==> config.mk <==
export PLATFORM = sky130hd
export DESIGN_NAME = redis_cache_ctrl
export DESIGN_NICKNAME = d
export VERILOG_FILES = /design/src/rtl/ctrl_types_pkg.sv /design/src/rtl/if_types_pkg.sv /design/src/rtl/cache_kv_store.sv /design/src/rtl/redis_cache_ctrl.sv
export SDC_FILE = /design/constraint.sdc
export NUM_CORES = 1
export LEC_CHECK = 0
export CELL_PAD_IN_SITES_DETAIL_PLACEMENT = 1
export CELL_PAD_IN_SITES_GLOBAL_PLACEMENT = 2
export CORE_MARGIN = 8
export CORE_UTILIZATION = 49
export DETAILED_ROUTE_END_ITERATION = 10
export PLACE_DENSITY_LB_ADDON = 0.1
export SYNTH_ARGS = -nofsm -noshare
export SYNTH_HDL_FRONTEND = slang
export SYNTH_SLANG_ARGS = --single-unit
==> constraint.sdc <==
create_clock -name clk -period 15.3 [get_ports clk]
set_input_delay 3.06 -clock clk [delete_from_list [all_inputs] [get_ports clk]]
set_output_delay 3.06 -clock clk [all_outputs]
set_load 0.005 [all_outputs]
==> src/rtl/ctrl_types_pkg.sv <==
// Command opcodes and controller state encoding for the key-value cache controller.
package ctrl_types_pkg;

   typedef enum logic [2:0] {
      OP_NOOP  = 3'd0,
      OP_GET   = 3'd1,
      OP_PUT   = 3'd2,
      OP_DEL   = 3'd3,
      OP_FLUSH = 3'd4
   } operation_e;

   typedef enum logic [1:0] {
      IDLE,
      SCAN,
      EXEC
   } ctrl_state_e;

   function automatic logic is_legal_op(input logic [2:0] op);
      return (op != 3'd0) && (op <= 3'd4);
   endfunction

endpackage

==> src/rtl/if_types_pkg.sv <==
// Register-interface types shared between the OBI register block and its command controllers.
package if_types_pkg;

   localparam int unsigned RegKeyWidth  = 32;
   localparam int unsigned RegDataWidth = 32;

   typedef struct packed {
      logic [RegKeyWidth-1:0]  key;
      logic [RegDataWidth-1:0] dat;
      logic [2:0]              operation;
   } reg_read_t;

   typedef struct packed {
      logic [RegDataWidth-1:0] dat;
      logic                    data_valid;
      logic                    busy;
      logic                    busy_valid;
      logic [2:0]              operation;
      logic                    operation_valid;
   } reg_write_t;

endpackage

==> src/rtl/cache_kv_store.sv <==
// Fully-associative key/value storage: async read at one index, single write port, bulk invalidate.
module cache_kv_store #(
   parameter int unsigned NumEntries = 8,
   parameter int unsigned KeyWidth   = 32,
   parameter int unsigned DataWidth  = 32,
   localparam int unsigned IdxW      = $clog2(NumEntries)
) (
   input  logic                 clk,
   input  logic                 rst_n,
   input  logic [IdxW-1:0]      rd_idx_i,
   output logic [KeyWidth-1:0]  rd_key_o,
   output logic [DataWidth-1:0] rd_dat_o,
   output logic                 rd_valid_o,
   input  logic                 wr_en_i,
   input  logic [IdxW-1:0]      wr_idx_i,
   input  logic [KeyWidth-1:0]  wr_key_i,
   input  logic [DataWidth-1:0] wr_dat_i,
   input  logic                 wr_valid_i,
   input  logic                 flush_i
);

   logic [KeyWidth-1:0]   key_q [NumEntries];
   logic [DataWidth-1:0]  dat_q [NumEntries];
   logic [NumEntries-1:0] valid_q;

   assign rd_key_o   = key_q[rd_idx_i];
   assign rd_dat_o   = dat_q[rd_idx_i];
   assign rd_valid_o = valid_q[rd_idx_i];

   // Payload arrays carry no reset; only the valid bits define store contents.
   always_ff @(posedge clk) begin
      if (wr_en_i && wr_valid_i) begin
         key_q[wr_idx_i] <= wr_key_i;
         dat_q[wr_idx_i] <= wr_dat_i;
      end
   end

   always_ff @(posedge clk or negedge rst_n) begin
      if (!rst_n) begin
         valid_q <= '0;
      end else if (flush_i) begin
         valid_q <= '0;
      end else if (wr_en_i) begin
         valid_q[wr_idx_i] <= wr_valid_i;
      end
   end

endmodule

==> src/rtl/redis_cache_ctrl.sv <==
// GET/PUT/DEL/FLUSH command sequencer: captures a register command, scans the store, executes in one cycle.
module redis_cache_ctrl
   import if_types_pkg::*;
   import ctrl_types_pkg::*;
#(
   parameter int unsigned NumEntries = 8,
   parameter int unsigned KeyWidth   = RegKeyWidth,
   parameter int unsigned DataWidth  = RegDataWidth,
   localparam int unsigned IdxW      = $clog2(NumEntries),
   localparam int unsigned CntW      = $clog2(NumEntries + 1)
) (
   input  logic            clk,
   input  logic            rst_n,
   input  reg_read_t       reg_read_i,
   output reg_write_t      reg_write_o,
   output logic            hit_o,
   output logic [CntW-1:0] count_o,
   output logic            full_o
);

   ctrl_state_e          state_q;
   operation_e           op_q;
   logic [KeyWidth-1:0]  key_q;
   logic [DataWidth-1:0] dat_q;
   logic [IdxW-1:0]      idx_q;
   logic                 match_q;
   logic                 free_found_q;
   logic [IdxW-1:0]      free_idx_q;
   logic [IdxW-1:0]      victim_q;
   logic [CntW-1:0]      count_q;
   logic                 hit_q;

   logic [KeyWidth-1:0]  st_key;
   logic [DataWidth-1:0] st_dat;
   logic                 st_valid;
   logic                 wr_en;
   logic [IdxW-1:0]      wr_idx;
   logic                 wr_valid;
   logic                 flush;

   cache_kv_store #(
      .NumEntries (NumEntries),
      .KeyWidth   (KeyWidth),
      .DataWidth  (DataWidth)
   ) u_store (
      .clk        (clk),
      .rst_n      (rst_n),
      .rd_idx_i   (idx_q),
      .rd_key_o   (st_key),
      .rd_dat_o   (st_dat),
      .rd_valid_o (st_valid),
      .wr_en_i    (wr_en),
      .wr_idx_i   (wr_idx),
      .wr_key_i   (key_q),
      .wr_dat_i   (dat_q),
      .wr_valid_i (wr_valid),
      .flush_i    (flush)
   );

   // idx_q freezes on a hit, so in EXEC it doubles as the matched index.
   always_comb begin
      wr_en    = 1'b0;
      wr_idx   = idx_q;
      wr_valid = 1'b0;
      flush    = 1'b0;
      if (state_q == EXEC) begin
         unique case (op_q)
            OP_PUT: begin
               wr_en    = 1'b1;
               wr_valid = 1'b1;
               if (!match_q) wr_idx = free_found_q ? free_idx_q : victim_q;
            end
            OP_DEL:   wr_en = match_q;
            OP_FLUSH: flush = 1'b1;
            default: ;
         endcase
      end
   end

   always_comb begin
      reg_write_o = '0;
      unique case (state_q)
         IDLE: begin
            if (reg_read_i.operation != OP_NOOP) begin
               reg_write_o.operation_valid = 1'b1;
               reg_write_o.operation       = OP_NOOP;
               if (is_legal_op(reg_read_i.operation)) begin
                  reg_write_o.busy_valid = 1'b1;
                  reg_write_o.busy       = 1'b1;
               end
            end
         end
         EXEC: begin
            reg_write_o.busy_valid = 1'b1;
            if (op_q == OP_GET) begin
               reg_write_o.data_valid = 1'b1;
               reg_write_o.dat        = match_q ? st_dat : '0;
            end
         end
         default: ;
      endcase
   end

   always_ff @(posedge clk or negedge rst_n) begin
      if (!rst_n) begin
         state_q      <= IDLE;
         op_q         <= OP_NOOP;
         key_q        <= '0;
         dat_q        <= '0;
         idx_q        <= '0;
         match_q      <= 1'b0;
         free_found_q <= 1'b0;
         free_idx_q   <= '0;
         victim_q     <= '0;
         count_q      <= '0;
         hit_q        <= 1'b0;
      end else begin
         unique case (state_q)
            IDLE: begin
               if (is_legal_op(reg_read_i.operation)) begin
                  op_q         <= operation_e'(reg_read_i.operation);
                  key_q        <= reg_read_i.key;
                  dat_q        <= reg_read_i.dat;
                  idx_q        <= '0;
                  match_q      <= 1'b0;
                  free_found_q <= 1'b0;
                  state_q      <= (reg_read_i.operation == OP_FLUSH) ? EXEC : SCAN;
               end
            end
            SCAN: begin
               if (!st_valid && !free_found_q) begin
                  free_found_q <= 1'b1;
                  free_idx_q   <= idx_q;
               end
               if (st_valid && (st_key == key_q)) begin
                  match_q <= 1'b1;
                  state_q <= EXEC;
               end else if (idx_q == IdxW'(NumEntries - 1)) begin
                  state_q <= EXEC;
               end else begin
                  idx_q <= idx_q + IdxW'(1);
               end
            end
            EXEC: begin
               state_q <= IDLE;
               unique case (op_q)
                  OP_GET: hit_q <= match_q;
                  OP_PUT: begin
                     hit_q <= match_q;
                     if (!match_q) begin
                        if (free_found_q) begin
                           count_q <= count_q + CntW'(1);
                        end else begin
                           victim_q <= (victim_q == IdxW'(NumEntries - 1)) ? '0 : victim_q + IdxW'(1);
                        end
                     end
                  end
                  OP_DEL: begin
                     hit_q <= match_q;
                     if (match_q) count_q <= count_q - CntW'(1);
                  end
                  OP_FLUSH: begin
                     count_q  <= '0;
                     victim_q <= '0;
                  end
                  default: ;
               endcase
            end
            default: state_q <= IDLE;
         endcase
      end
   end

   assign hit_o   = hit_q;
   assign count_o = count_q;
   assign full_o  = (count_q == CntW'(NumEntries));

endmodule
# After elaboration in Yosys (flattened, before gate mapping)
# Memory sizes are Yosys's and may differ from the RTL's.
# Cells that the tools add are included.
[op_classes] addsub=4 n_mul=0 n_div=0 n_lt_le_gt_ge=4 eq_ne=21 n_shift=0 muxes=49 n_bitwise=0 n_reduce_logical=23
[ops] op="$mux 33" n=2
[ops] op="$eq 32x32->1" n=1
[ops] op="$mux 32" n=1
[ops] op="$mux 3" n=10
[ops] op="$ne 2x2->1 const B" n=9
[ops] op="$mux 4" n=4
[ops] op="$mux 8" n=2
[ops] op="$mux 1" n=13
[ops] op="$eq 3x3->1 const B" n=4
[ops] op="$pmux 3 s2" n=2
[ops] op="$pmux 4 s3" n=1
[ops] op="$mux 2" n=5
[ops] op="$bwmux 8" n=1
[ops] op="$lt 3x4->1 const B" n=2
[ops] op="$pmux 1 s2" n=4
[ops] op="$reduce_and 2->1" n=4
[ops] op="$reduce_and 4->1" n=2
[ops] op="$add 3x1->3 const B" n=2
[ops] op="$eq 3x2->1 const B" n=2
[ops] op="$mux 6" n=1
[ops] op="$reduce_and 3->1" n=2
[ops] op="$reduce_bool 2->1" n=3
[ops] op="$reduce_bool 3->1" n=2
[ops] op="$logic_and 1x1->1" n=5
[ops] op="16 further kinds" n=17
[totals] reg_bits=93 latchBits=0 ramBits=512 rom_bits=0 word_cells=115 n_memories=2
[mem_list] memory="u_store.dat_q" words=8 word_bits=32 rd=1 rd_ports_with_merged_regs=0 wr=1 line_no="cache_kv_store.sv:23" text="logic [DataWidth-1:0] dat_q [NumEntries];"
[mem_list] memory="u_store.key_q" words=8 word_bits=32 rd=1 rd_ports_with_merged_regs=0 wr=1 line_no="cache_kv_store.sv:22" text="logic [KeyWidth-1:0] key_q [NumEntries];"

# Longest topological paths before layout
[logic_depth] ltp_word=11 depth_mapped=13 mapped_depth_nobuf=9

# Modules after synthesis
# From an unflattened synthesis, not the netlist that was laid out.
[hier_totals] cells_unflattened=1285 hier_area_um2=23949.2
[modules_own_cells] mod="cache_kv_store" instances=1 cells_per_inst=795 area_each_um2=19751.4 seq_area_each_um2=15574.9
[modules_own_cells] mod="redis_cache_ctrl" instances=1 cells_per_inst=490 area_each_um2=4197.8 seq_area_each_um2=2127.0

# Worst setup path after synthesis
# Ideal clock, no wire load.
[synth_timing] path_type="in2out" start="in reg_read_i[1] (netlist name)" end="out reg_write_o[5] (netlist name)" arrival_time_ps=3992 required_ps=12240 setup_slack_ps=8248 stages=5 path_cell_list="nor2_1 ha_1 nand2_1 clkinv_1 clkbuf_1"
[synth_rtl] item="start: declaration" line_no="redis_cache_ctrl.sv:14" text="input reg_read_t reg_read_i,"
[synth_rtl] item="end: declaration" line_no="redis_cache_ctrl.sv:15" text="output reg_write_t reg_write_o,"

==> results by stage <==
STA:
- The final number of max-transition violations was 0.
- Measured against its own limit, the worst slew margin works out to 0.233.
- The maximum clock rate is 0.126 GHz.
- For the pin with the worst max-slew slack, the measured transition is 1.14 ns.
- Clock skew on the completed layout was measured at 0.0247 ns.
- The number of failing setup endpoints in the final timing report is 0.
- The final setup slack of the worst path is 7.36 ns.
- The share of the cycle needed by the critical path after routing is 0.519.
- The final-report hold violation count came to 0.
- For the finished layout, the period the worst path requires is 7.94 ns.
- After routing, the total negative slack on setup checks comes to 0 ns.
- Setup repair after global routing left no endpoint under its margin.

Worst setup path:
- The classification of the worst setup path is input port to primary output.
- For this run, the slowest stage of the critical path takes 0.56 ns.
- The required time at the endpoint of the critical path is 12.24 ns.
- The number of buffers and inverters on the critical path is 3.
- Grouping stages by cell kind, the critical path spends the most delay in buffers and inverters.
- The kind of end point of the critical path is a primary output.
- The critical path goes through clkdlybuf4s50_1, inv_1, ha_1, nor2_1, nor2_1, clkdlybuf4s50_1.
- Of all nets on the critical path, the largest fanout is 3.
- The sort of element at the start of the critical path is an input port.
- Data on the critical path arrives at its endpoint at 4.88 ns.
- The cell type of the slowest stage on the worst timing path is sky130_fd_sc_hd__clkdlybuf4s50_1.

Synthesis:
- By area the synthesized netlist is led by sky130_fd_sc_hd__edfxtp_1 (64%), sky130_fd_sc_hd__mux4_2 (10%), sky130_fd_sc_hd__dfrtp_1 (9.8%).
- The count of unique library cells instantiated by Yosys is 51.
- The post-synthesis sequential area ratio is 0.742.
- Counting flops with a built-in enable in the synthesized netlist gives 512.
- Counting every instance in the synthesized netlist gives 1342.
- The area of the mapped netlist is 23900 um2.
- The proportion of netlist area held by the largest area contributor is 0.645.
- The dominant cell type by area after synthesis is sky130_fd_sc_hd__edfxtp_1.
- The fraction of synthesis flops using an asynchronous set or reset pin is 0.154.
- The Yosys step of the flow raised 0 warnings.
- The main flop type after synthesis is sky130_fd_sc_hd__edfxtp_1.
- The mean instance size in the synthesized netlist is 17.8 um2.
- After synthesis the netlist holds a flip-flop and latch count of 605.

Global route:
- Entering global routing, the biggest net connects 70 pins.
- The first global-routing pass estimated 82500 um of wire.
- The number of antenna violations at the first check in global routing is 0.
- The overall routing resource usage is 0.193.
- The number of global-route vias before repair was 13430.
- For this run the aggregate overflow at the end of global routing stands at 0.

Placed design:
- The total of buffers placed on input and output ports is 110.
- At the end of routability-driven placement, the weighted congestion stood at 0.703.
- The half-perimeter wire length after placement is 28800 um.
- Before CTS, the worst setup slack after placement is 7.34 ns.

Routing:
- The final layout contains routed wiring with a total length of 53600 um.
- The routed layout has 12132 vias.
- The via density per instance is 5.66.
- The number of design-rule violations left by the first detailed-router iteration is 693.
- In this run the remaining antenna-violating nets after routing total 0.
- The first-pass iteration count of the detailed router is 5.
- After detailed routing, the number of remaining DRC violations is 0.
- The detail-routed net length per standard cell is 25.0 um.

Power:
- The part of the power in the clock network is 0.296.
- The total leakage power is 9.56 nW.
- The net switching share of the total power is 0.295.
- Power spread over the standard cell area amounts to 178 nW/um2.
- The share of total power dissipated in sequential elements is 0.490.
- The internal power contribution is 3.47 mW.
- The share of power burned in combinational logic is 0.214.
- The net switching power is 1.45 mW.
- The highest ir drop seen on vdd is 0.152 mV.

Final layout:
- Of the cells placed in the final design, the portion with a size suffix greater than 1 is 0.171.
- The library cell used most frequently in the layout, excluding fill and tap cells, is sky130_fd_sc_hd__edfxtp_1.
- The layout has 4344 filler cells.
- Relative to the synthesized area, the layout overhead comes to 15.8%.
- The library cells used most frequently in the layout, excluding fill and tap cells, are sky130_fd_sc_hd__edfxtp_1 (512), sky130_fd_sc_hd__nand2_1 (218), sky130_fd_sc_hd__mux4_2 (110), sky130_fd_sc_hd__clkdlybuf4s50_1 (109), sky130_fd_sc_hd__dfrtp_1 (90).
- In the final design database the tool counted 1546 nets.
- The antenna diode count is 0.

CTS:
- The number of clock buffers added by TritonCTS is 61.
- CTS saw 605 sinks.
- Counting along the longest clock path gives a buffer depth of 3.
- The TritonCTS clock tree is done.
- The later pin in the worst-skew pair is clocked with a latency of 0.63 ns.
- After clock tree synthesis, the setup repair step added 0 buffers.
- Gates resized during post-CTS repair numbered 0.
- The clock root buffer is sky130_fd_sc_hd__clkbuf_16.
- Clock-pin slew was measured on the worst setup and hold paths at 0.06 ns.
- The number of H-tree branching levels is 2.
- The number of hold buffers added after CTS was 0.

Run:
- Across the run, the number of max-cap violations was 0.

Floorplan:
- The number of I/O pins is 114.
- The starting utilization of the core area is 0.491.
- The width of the chip is 237 um.
- The area of the placeable core is 48500 um2.
- From bottom edge to top edge, the die measures 237 um.
- The die covers 56000 um2.
- The number of placement rows is 81.

Status:
- The flow ran to the end, and the final reports show no timing, DRC or antenna violations.

Hold path:
- The kind of path behind the tightest hold check is flip-flop to flip-flop.
-- cells in the mapped netlist, drive strengths merged (7+ instances only) --
master	n
nand2	220
dfrtp	93
nand2b	8
clkbuf	31
buf	35
or3	7
nor3	7
mux2	20
mux4	110
edfxtp	512
o21ai	36
a31oi	9
nor2	50
a22oi	10
ha	8
nand3	7
mux2i	86
a21oi	9
xor2	19
-- area by class of cell --
| class | count | area [um2] | share of cell area |
|---|---|---|---|
| Timing Repair Buffer | 127 | 1230 | 0.0444 |
| Multi-Input combinational cell | 666 | 5890 | 0.213 |
| Clock buffer | 91 | 1810 | 0.0656 |
| Sequential cell | 605 | 17700 | 0.641 |
| Clock inverter | 25 | 173 | 0.00625 |
| Tap cell | 622 | 778 | 0.0282 |
| Inverter | 7 | 26.3 | 0.000952 |
-- metrics by stage --
stage	hold WS (ns)	cells	util	power [mW]	instance area [um2]
after global placement	0.492	2027	0.528	3.47	25600
after detailed placement	0.500	2027	0.528	3.52	25600
final	0.508	2143	0.569	4.92	27600
after CTS	0.515	2143	0.569	4.98	27600
after floorplan	0.465	1344	-	3.15	23900
after global routing	0.543	2143	0.569	5.16	27600
-- flip-flops by register name (all words and copies together) (netlist names) --
name             cells
dat_q               32
state_q              2
idx_q                3
op_q                 3
victim_q             3
u_store.key_q      256
hit_o                1
free_found_q         1
count_o              4
free_idx_q           3
u_store.valid_q      8
key_q               32
u_store.dat_q      256
match_q              1
-- path summary, 6_finish.rpt --
kind                       slack, ns                from  cells after the start                    to
min in group asynchronous       2.48               rst_n                      1             key_q[28]
max                             7.36       reg_read_i[2]                      6        reg_write_o[4]
min reg2reg                     0.51  u_store.valid_q[0]                      2    u_store.valid_q[0]
min                             0.51  u_store.valid_q[0]                      2    u_store.valid_q[0]
max reg2reg                    10.65          state_q[0]                      6  u_store.dat_q[0][18]
max in group asynchronous      11.32               rst_n                      2              idx_q[1]
-- power groups by stage --
stage,registers [mW],clock network (mW),logic [mW]
6_report,2.41,1.46,1.05
5_1_grt,2.45,1.55,1.16
4_1_cts,2.42,1.49,1.08
3_5_place_dp,2.45,0,1.07
3_3_place_gp,2.42,0,1.05
2_1_floorplan,2.28,0,0.867
-- worst register-to-register path: stages (launching register included) --
cell and delay, ns:
sky130_fd_sc_hd__dfrtp_1 0.52, sky130_fd_sc_hd__nand2b_1 0.29, sky130_fd_sc_hd__nor4_1 0.90, sky130_fd_sc_hd__mux2i_1 0.51
sky130_fd_sc_hd__nand2_1 0.41, sky130_fd_sc_hd__nor2_4 0.88, sky130_fd_sc_hd__buf_4 0.75
-- logic make-up (layout without fill, tap and decap cells) --
| logic type | after synthesis | count (layout) | share of synthesized area |
|---|---|---|---|
| xor gates and xnor gates | 24 | 24 | 0.00881 |
| and+or+nand+nor | 329 | 329 | 0.0586 |
| buffers and inverters | 73 | 250 | 0.0141 |
| other | 1 | 3 | 0.000157 |
| muxes | 216 | 216 | 0.149 |
| AOI/OAI and AO/OA | 85 | 85 | 0.0217 |
| adders and majority gates | 9 | 9 | 0.00504 |
| DFF | 605 | 605 | 0.742 |
-- layer usage --
layer	vias up	wire length [um]	track usage
li1	5430	-	-
met3	64	1940	0.0328
met5	-	0	0
met4	0	873	0.0431
met2	207	27000	0.333
met1	6431	23700	0.256
(Power assumes the default switching activity.)
